## src/rtl/vcap_pkg.sv

```systemverilog
// Shared definitions for the vcap ring scaler: FSM encoding, YCbCr->RGB
// coefficients/offsets and the write-path latencies for both build variants.
package vcap_pkg;

  typedef enum logic [2:0] {
    ST_IDLE,
    ST_CLAIM,
    ST_CAPTURE,
    ST_SKIP,
    ST_DRAIN,
    ST_DONE
  } vcap_state_e;

  // Q2.8 BT.601 studio-swing coefficients
  localparam int C_Y   = 298;
  localparam int C_RCR = 409;
  localparam int C_GCR = 208;
  localparam int C_GCB = 100;
  localparam int C_BCB = 516;

  localparam int Y_OFS = 16;
  localparam int C_OFS = 128;

  localparam int unsigned PIPE_LAT_RGB = 3;
  localparam int unsigned PIPE_LAT_RAW = 1;

endpackage

```

## src/rtl/vcap_ycc2rgb565.sv

```systemverilog
// Three-stage YCbCr -> RGB565 converter: multiply, sum, clamp/pack.
module vcap_ycc2rgb565
  import vcap_pkg::*;
(
  input  logic        clk_llc2,
  input  logic        resetx,
  input  logic        in_valid,
  input  logic [7:0]  y,
  input  logic [7:0]  cb,
  input  logic [7:0]  cr,
  output logic        out_valid,
  output logic [15:0] rgb
);

  logic signed [19:0] m_y, m_rcr, m_gcr, m_gcb, m_bcb;
  logic signed [19:0] s_r, s_g, s_b;
  logic               v1, v2;
  int                 y_t, cb_t, cr_t;

  function automatic logic [7:0] clamp8(input logic signed [19:0] v);
    logic signed [19:0] s;
    s = v >>> 8;
    if (s < 0)        clamp8 = '0;
    else if (s > 255) clamp8 = '1;
    else              clamp8 = 8'(s);
  endfunction

  always_comb begin
    y_t  = int'(y)  - Y_OFS;
    cb_t = int'(cb) - C_OFS;
    cr_t = int'(cr) - C_OFS;
  end

  always_ff @(posedge clk_llc2 or negedge resetx) begin
    if (!resetx) begin
      m_y <= '0; m_rcr <= '0; m_gcr <= '0; m_gcb <= '0; m_bcb <= '0;
      s_r <= '0; s_g <= '0; s_b <= '0;
      v1 <= 1'b0; v2 <= 1'b0; out_valid <= 1'b0;
      rgb <= '0;
    end else begin
      m_y   <= 20'(C_Y   * y_t);
      m_rcr <= 20'(C_RCR * cr_t);
      m_gcr <= 20'(C_GCR * cr_t);
      m_gcb <= 20'(C_GCB * cb_t);
      m_bcb <= 20'(C_BCB * cb_t);
      v1    <= in_valid;

      s_r <= m_y + m_rcr;
      s_g <= m_y - m_gcr - m_gcb;
      s_b <= m_y + m_bcb;
      v2  <= v1;

      rgb <= {5'(clamp8(s_r) >> 3), 6'(clamp8(s_g) >> 2), 5'(clamp8(s_b) >> 3)};
      out_valid <= v2;
    end
  end

endmodule

```

## src/rtl/vcap_ring_scaler.sv

```systemverilog
// Video capture front-end: decimates YCbCr 4:2:2 fields into a ring of host-owned
// frame buffers. Define VCAP_RGB565_EN to write RGB565 instead of raw {Y,Cb}.
module vcap_ring_scaler
  import vcap_pkg::*;
#(
  parameter int H_ACTIVE   = 720,
  parameter int V_ACTIVE   = 240,
  parameter int H_DEC      = 4,
  parameter int V_DEC      = 2,
  parameter int NUM_BUF    = 3,
  parameter int FIELD_MODE = 0,
  localparam int H_OUT  = H_ACTIVE / H_DEC,
  localparam int V_OUT  = V_ACTIVE / V_DEC,
  localparam int BUF_AW = $clog2(H_OUT * V_OUT),
  localparam int IDX_W  = $clog2(NUM_BUF)
) (
  input  logic                    clk_llc2,
  input  logic                    resetx,
  input  logic                    vref,
  input  logic                    href,
  input  logic                    odd,
  input  logic [15:0]             vpo,
  input  logic                    buf_rel,
  input  logic [IDX_W-1:0]        buf_rel_idx,
  output logic                    wr_en,
  output logic [BUF_AW+IDX_W-1:0] wr_addr,
  output logic [15:0]             wr_data,
  output logic                    frame_rdy,
  output logic [IDX_W-1:0]        frame_idx,
  output logic                    frame_err,
  output logic [NUM_BUF-1:0]      buf_busy,
  output logic [7:0]              drop_cnt,
  output logic                    cap_active
);

`ifdef VCAP_RGB565_EN
  localparam int unsigned PIPE_LAT = PIPE_LAT_RGB;
`else
  localparam int unsigned PIPE_LAT = PIPE_LAT_RAW;
`endif

  localparam int XW  = $clog2(H_ACTIVE + 1);
  localparam int LW  = $clog2(V_ACTIVE + 1);
  localparam int XOW = $clog2(H_OUT + 1);
  localparam int LOW = $clog2(V_OUT + 1);
  localparam int AW  = BUF_AW + IDX_W;

  vcap_state_e state, state_nx;

  logic                       vref_d, href_d, odd_lat, pend;
  logic [XW-1:0]              x_cnt;
  logic [LW-1:0]              line_cnt;
  logic [XOW-1:0]             x_out;
  logic [LOW-1:0]             line_out;
  logic [IDX_W-1:0]           cur_idx, last_idx, free_idx, cand;
  logic [1:0]                 drain_cnt;
  logic [7:0]                 y_lat, cb_lat;
  logic [NUM_BUF-1:0]         rel_mask, busy_eff, set_mask;
  logic                       found, parity_ok, capturing, line_keep;
  logic                       pair_first, pair_fire, field_full, done_ok;
  logic [AW-1:0]              addr_now;
  logic [PIPE_LAT-1:0][AW-1:0] addr_sr;

  assign capturing  = (state == ST_CAPTURE);
  assign cap_active = capturing;
  assign parity_ok  = (FIELD_MODE == 2) || (FIELD_MODE == 0 && odd_lat) ||
                      (FIELD_MODE == 1 && !odd_lat);
  assign line_keep  = (32'(line_cnt) % V_DEC == 0) && (32'(line_cnt) < V_ACTIVE) &&
                      (32'(line_out) < V_OUT);
  assign pair_first = capturing && href && line_keep && (32'(x_cnt) % H_DEC == 0) &&
                      (32'(x_cnt) < H_ACTIVE) && (32'(x_out) < H_OUT);
  // the pair completes on the following pixel, which carries its Cr
  assign pair_fire  = capturing && href && pend;
  assign field_full = (32'(line_out) == V_OUT);
  assign done_ok    = (state == ST_DONE) && field_full;
  assign addr_now   = {cur_idx, BUF_AW'(32'(line_out) * H_OUT + 32'(x_out))};

  // a release in the same cycle as CLAIM frees the buffer before the search
  always_comb begin
    rel_mask = '0;
    if (buf_rel && (32'(buf_rel_idx) < NUM_BUF)) rel_mask[buf_rel_idx] = 1'b1;
    busy_eff = buf_busy & ~rel_mask;
    set_mask = '0;
    if (done_ok) set_mask[cur_idx] = 1'b1;
    found    = 1'b0;
    free_idx = '0;
    cand     = '0;
    for (int unsigned k = 0; k < NUM_BUF; k++) begin
      cand = IDX_W'((32'(last_idx) + 1 + k) % NUM_BUF);
      if (!found && !busy_eff[cand]) begin
        found    = 1'b1;
        free_idx = cand;
      end
    end
  end

  always_comb begin
    state_nx = state;
    case (state)
      ST_IDLE:    if (vref && !vref_d) state_nx = ST_CLAIM;
      ST_CLAIM:   state_nx = (parity_ok && found) ? ST_CAPTURE : ST_SKIP;
      ST_CAPTURE: if (!vref && vref_d) state_nx = ST_DRAIN;
      ST_SKIP:    if (!vref && vref_d) state_nx = ST_IDLE;
      ST_DRAIN:   if (32'(drain_cnt) == PIPE_LAT - 1) state_nx = ST_DONE;
      ST_DONE:    state_nx = ST_IDLE;
      default:    state_nx = ST_IDLE;
    endcase
  end

  always_ff @(posedge clk_llc2 or negedge resetx) begin
    if (!resetx) begin
      state     <= ST_IDLE;
      vref_d    <= 1'b0;
      href_d    <= 1'b0;
      odd_lat   <= 1'b0;
      pend      <= 1'b0;
      x_cnt     <= '0;
      x_out     <= '0;
      line_cnt  <= '0;
      line_out  <= '0;
      drain_cnt <= '0;
      y_lat     <= '0;
      cb_lat    <= '0;
    end else begin
      state  <= state_nx;
      vref_d <= vref;
      href_d <= href;
      if (vref && !vref_d) odd_lat <= odd;
      if (!href) x_cnt <= '0;
      else if (32'(x_cnt) < H_ACTIVE) x_cnt <= x_cnt + 1'b1;
      pend <= pair_first;
      if (pair_first) begin
        y_lat  <= vpo[15:8];
        cb_lat <= vpo[7:0];
      end
      // held at zero between lines so it is already clear on href rise
      if (!href) x_out <= '0;
      else if (pair_fire) x_out <= x_out + 1'b1;
      if (state == ST_CLAIM) begin
        line_cnt <= '0;
        line_out <= '0;
      end else if (capturing && href_d && !href) begin
        if (32'(line_cnt) < V_ACTIVE) line_cnt <= line_cnt + 1'b1;
        if (line_keep) line_out <= line_out + 1'b1;
      end
      drain_cnt <= (state == ST_DRAIN) ? drain_cnt + 1'b1 : '0;
    end
  end

  always_ff @(posedge clk_llc2 or negedge resetx) begin
    if (!resetx) begin
      buf_busy  <= '0;
      frame_rdy <= 1'b0;
      frame_err <= 1'b0;
      frame_idx <= '0;
      drop_cnt  <= '0;
      cur_idx   <= '0;
      last_idx  <= IDX_W'(NUM_BUF - 1);
    end else begin
      buf_busy  <= busy_eff | set_mask;
      frame_rdy <= done_ok;
      frame_err <= (state == ST_DONE) && !field_full;
      if (done_ok) begin
        frame_idx <= cur_idx;
        last_idx  <= cur_idx;
      end
      if (state == ST_CLAIM && parity_ok) begin
        if (found) cur_idx <= free_idx;
        else if (drop_cnt != 8'hFF) drop_cnt <= drop_cnt + 1'b1;
      end
    end
  end

  always_ff @(posedge clk_llc2 or negedge resetx) begin
    if (!resetx) addr_sr <= '0;
    else         addr_sr <= (PIPE_LAT * AW)'({addr_sr, addr_now});
  end
  assign wr_addr = addr_sr[PIPE_LAT-1];

`ifdef VCAP_RGB565_EN
  vcap_ycc2rgb565 u_ycc2rgb (
    .clk_llc2  (clk_llc2),
    .resetx    (resetx),
    .in_valid  (pair_fire),
    .y         (y_lat),
    .cb        (cb_lat),
    .cr        (vpo[7:0]),
    .out_valid (wr_en),
    .rgb       (wr_data)
  );
`else
  always_ff @(posedge clk_llc2 or negedge resetx) begin
    if (!resetx) begin
      wr_en   <= 1'b0;
      wr_data <= '0;
    end else begin
      wr_en <= pair_fire;
      if (pair_fire) wr_data <= {y_lat, cb_lat};
    end
  end
`endif

endmodule

```

## config.mk

```make
export PLATFORM = sky130hd
export DESIGN_NAME = vcap_ring_scaler
export DESIGN_NICKNAME = d
export VERILOG_FILES = /design/src/rtl/vcap_pkg.sv /design/src/rtl/vcap_ycc2rgb565.sv /design/src/rtl/vcap_ring_scaler.sv
export SDC_FILE = /design/constraint.sdc
export NUM_CORES = 1
export LEC_CHECK = 0
export CAP_MARGIN = 0
export CORE_UTILIZATION = 35
export DETAILED_ROUTE_END_ITERATION = 8
export PLACE_DENSITY = 0.64
export SLEW_MARGIN = 20
export SYNTH_ARGS = -nofsm -noshare
export SYNTH_HDL_FRONTEND = slang
export SYNTH_HIERARCHICAL = 1
export SYNTH_SLANG_ARGS = --single-unit
```

## constraint.sdc

```tcl
create_clock -name clk_llc2 -period 4.05 [get_ports clk_llc2]
set_input_delay 0.81 -clock clk_llc2 [delete_from_list [all_inputs] [get_ports clk_llc2]]
set_output_delay 0.81 -clock clk_llc2 [all_outputs]
set_load 0.01 [all_outputs]
```

==> run summary <==
WORST SETUP PATH
----------------------------------------------------------------------------------
Worst Setup Path Type ............................................... flop to flop
Data required time at the worst endpoint ............................      4.29 ns
Element type at the critical path start .............................         flop
Worst setup endpoint ................................................ wr_addr[14]$_DFF_PN0_
Delay of the slowest cell on the worst path .........................      0.49 ns
Source of the worst register-to-register timing path ................ line_out[2]$_DFFE_PN0P_
End of the worst register-to-register path .......................... wr_addr[14]$_DFF_PN0_
Cell repeated most along the worst path .............................         ha_1
Worst path arrival time .............................................      3.97 ns
Series of cell instances along the critical path .................... ha_1 -> ha_1 -> inv_1 -> fa_1 -> inv_1 -> ha_1 -> fa_1 -> a211oi_1 -> nor2_1 -> xnor2_1 -> and4_1 -> nand4_1 -> xor2_1
Depth of the worst register-to-register path ........................           13
Setup crit end kind .................................................         flop
Worst setup slack for register-to-register paths ....................      0.32 ns
Critical path launch point .......................................... line_out[2]$_DFFE_PN0P_
Top Family by Delay on Critical Path ................................  adder cells
Max FO, Critical Path ...............................................            7
Master of the slowest instance on the critical path .................         fa_1
Total buffers and inverters traversed by the critical path ..........            2
Worst path depth ....................................................           13

POWER
----------------------------------------------------------------------------------
Peak supply drop ....................................................   0.000248 V
Power Density .......................................................  446 nW/um^2
Leakage power of the design .........................................      3.30 nW

CLOCK NETWORK
----------------------------------------------------------------------------------
Number of buffers created by CTS ....................................            9
CTS tree ............................................................         done
Clock root cell .....................................................    clkbuf_16
CTS clk-pin slew, worst paths .......................................      0.08 ns
Worst-skew pair later-pin latency ...................................      0.36 ns
Clock Tree Buf Depth ................................................            2
Clock sink total ....................................................          110
Post-CTS repair timing setup buffer count ...........................            0
Number of H-tree branching levels ...................................            3
Post-CTS Hold Buffers ...............................................            0
Post-CTS sizing .....................................................            0

LAYOUT
----------------------------------------------------------------------------------
Filler-free cell count of the finished design .......................          817
Count of antenna diodes in the layout ...............................            0
Final layout net count ..............................................          670
Leading cell type in the layout, fill and taps excluded .............      dfrtp_1
Fraction of layout cells with a size suffix above 1 .................        11.3%
Final core area utilization .........................................        44.1%
Signed area change from the synthesized netlist to the final layout .        22.2%
Number of inserted filler cells in the final layout .................         1489
Leading cell types in the layout, fill and taps excluded ............ dfrtp_1 (109), clkdlybuf4s50_1 (72), inv_1 (45)

FLOW RUN
----------------------------------------------------------------------------------
Max-Cap Viols .......................................................            0

LOGIC SYNTHESIS
----------------------------------------------------------------------------------
Sequential share of the synthesized area ............................        47.9%
Number of synthesis warnings ........................................            6
Flip-flop and latch count after synthesis ...........................          110
Number of instances in the synthesized netlist ......................          518
Synthesized Nets ....................................................          592
Average cell area after synthesis ...................................   11.1 sq um
Async SR Flop Fraction ..............................................         100%
Cell area after synthesis ...........................................   5750 sq um
EDFF count, synth ...................................................            0
Number of distinct library cells after synthesis ....................           56
Flip-flop cell with the highest count after synthesis ...............      dfrtp_1

FLOORPLAN
----------------------------------------------------------------------------------
IO Count ............................................................           74
Width of the die ....................................................       130 um
Overall die height ..................................................       130 um
Initial cell density of the core ....................................        36.1%
Core area ...........................................................  15900 sq um
Floorplan row count .................................................           46
Die area ............................................................  16900 sq um

STA
----------------------------------------------------------------------------------
Total Neg Setup Slack ...............................................         0 ns
Final min period ....................................................      3.73 ns
Final Hold Fails ....................................................            0
Transition time at the pin with the least slew margin ...............     0.613 ns
Slew margin rel. ....................................................        59.2%
Number of failing setup endpoints in the final timing report ........            0
Part of the cycle the worst path needs ..............................        92.0%
Max Clk Rate ........................................................      268 MHz
Post-route worst hold slack .........................................     0.401 ns
RSZ-0062 raised after global routing ................................           no
Worst clock skew ....................................................    0.0101 ns
Max Slew Vio Count ..................................................            0

GLOBAL ROUTE
----------------------------------------------------------------------------------
Total grt overflow ..................................................            0
All-Layer GR Usage ..................................................        14.1%
Number of antenna violations at the first check in global routing ...            0
Maximum number of pins on one net before global-route repair ........           48
Via count of the first global-routing pass ..........................         4020
Global-route wire length before repair ..............................      18.6 mm

DETAILED ROUTING
----------------------------------------------------------------------------------
Final routed wire length divided by cell count ......................      13.2 um
DR vias .............................................................         3944
Iteration-0 DRC count of the detailed router ........................          133
Number of optimization iterations in the first detailed-route pass ..            4
DRC violation count after routing ...................................            0
Via-to-Cell Ratio ...................................................         4.83
Final Routed Wirelength .............................................      10.8 mm
Number of antenna-violating nets in the routed design ...............            0

RUN STATUS
----------------------------------------------------------------------------------
Status ..............................................................    completed

PLACE
----------------------------------------------------------------------------------
Final Wtd Congestion ................................................        0.824
Placed Cells incl. Taps .............................................          801
Port Buf Inserts ....................................................           73
DPL Wire Length .....................................................      7.90 mm

MIN PATH
----------------------------------------------------------------------------------
Tightest Hold Check Type ............................................ flop to flop

kinds of logic (layout without fill, tap and decap cells):
kind of cell,count (synthesis),count (layout),share of synthesized area [%]
adders and majority gates,50,50,12.1
DFF,110,110,47.9
xor gates and xnor gates,44,44,6.70
AOI/OAI and AO/OA,72,72,8.29
and+or+nand+nor,144,144,13.4
buffers and inverters,58,141,3.96
muxes,40,40,7.70
how the worst min path moves through the flow:
stage,start,endpoint,depth (start not counted)
after CTS,cur_idx[1]$_DFFE_PN0P_,wr_addr[16]$_DFF_PN0_,0
final,cur_idx[1]$_DFFE_PN0P_,wr_addr[16]$_DFF_PN0_,0
after floorplan,cur_idx[1]$_DFFE_PN0P_,wr_addr[16]$_DFF_PN0_,0
after global routing,cur_idx[1]$_DFFE_PN0P_,wr_addr[16]$_DFF_PN0_,0
after detailed placement,cur_idx[1]$_DFFE_PN0P_,wr_addr[16]$_DFF_PN0_,0
after global placement,cur_idx[1]$_DFFE_PN0P_,wr_addr[16]$_DFF_PN0_,0
routing by layer:
layer	routed length [um]	share of wire, %	global-route usage (%)
met1	4930	46	17.4
met2	5270	49	23.5
met3	362	3.4	3.03
met4	221	2.1	6.57
met5	0	0	0
area by class of cell:
type,count,area (sq um),share of cell area [%]
repair buffers,79,773,11.0
flip-flops and latches,110,2750,39.2
inverters,46,173,2.46
multi-input cells,350,2770,39.4
clock inverters,5,42.5,0.606
clock buffers,11,243,3.46
well taps,216,270,3.85
per-stage QoR:
step / setup slack [ns] / total power [W] / instance area (sq um)
finish: 0.323 / 0.00313 / 7020
CTS: 0.303 / 0.00319 / 7020
floorplan: 0.536 / 0.00194 / 5750
global route: 0.129 / 0.00334 / 7020
global placement: 0.349 / 0.00228 / 6740
detailed placement: 0.321 / 0.00231 / 6740
Yosys cell counts, types with 6 or more instances:
cell type | instances | area share (%)
and2_1 | 13 | 1.4
fa_1 | 9 | 3.1
nand4_1 | 17 | 1.8
inv_1 | 45 | 2.9
o21ai_0 | 18 | 1.6
ha_1 | 41 | 8.9
xnor2_1 | 22 | 3.4
clkbuf_1 | 6 | 0.39
mux2i_1 | 6 | 1.0
nor3_1 | 8 | 0.70
xor2_1 | 22 | 3.4
dfrtp_1 | 109 | 47
nor2_1 | 28 | 1.8
a21oi_1 | 17 | 1.5
mux2_2 | 34 | 6.7
and3_1 | 8 | 0.87
nand2_1 | 29 | 1.9
nand3_1 | 13 | 1.1
report_power, final:
part	internal (W)	switching (W)	leakage [nW]	total [W]
sequential	0.00132	0.000149	1.46	0.00147
combinational	0.000450	0.000355	1.71	0.000805
clock	0.000442	0.000418	0.136	0.000860
total	0.00221	0.000921	3.30	0.00313
registers in the layout, indices dropped and copies added (netlist names), 7 cells and up:
register,cells
wr_data,16
cb_lat,8
wr_addr,17
line_cnt,8
x_cnt,10
y_lat,8
x_out,8
drop_cnt,8
line_out,7
(Power assumes the default switching activity.)
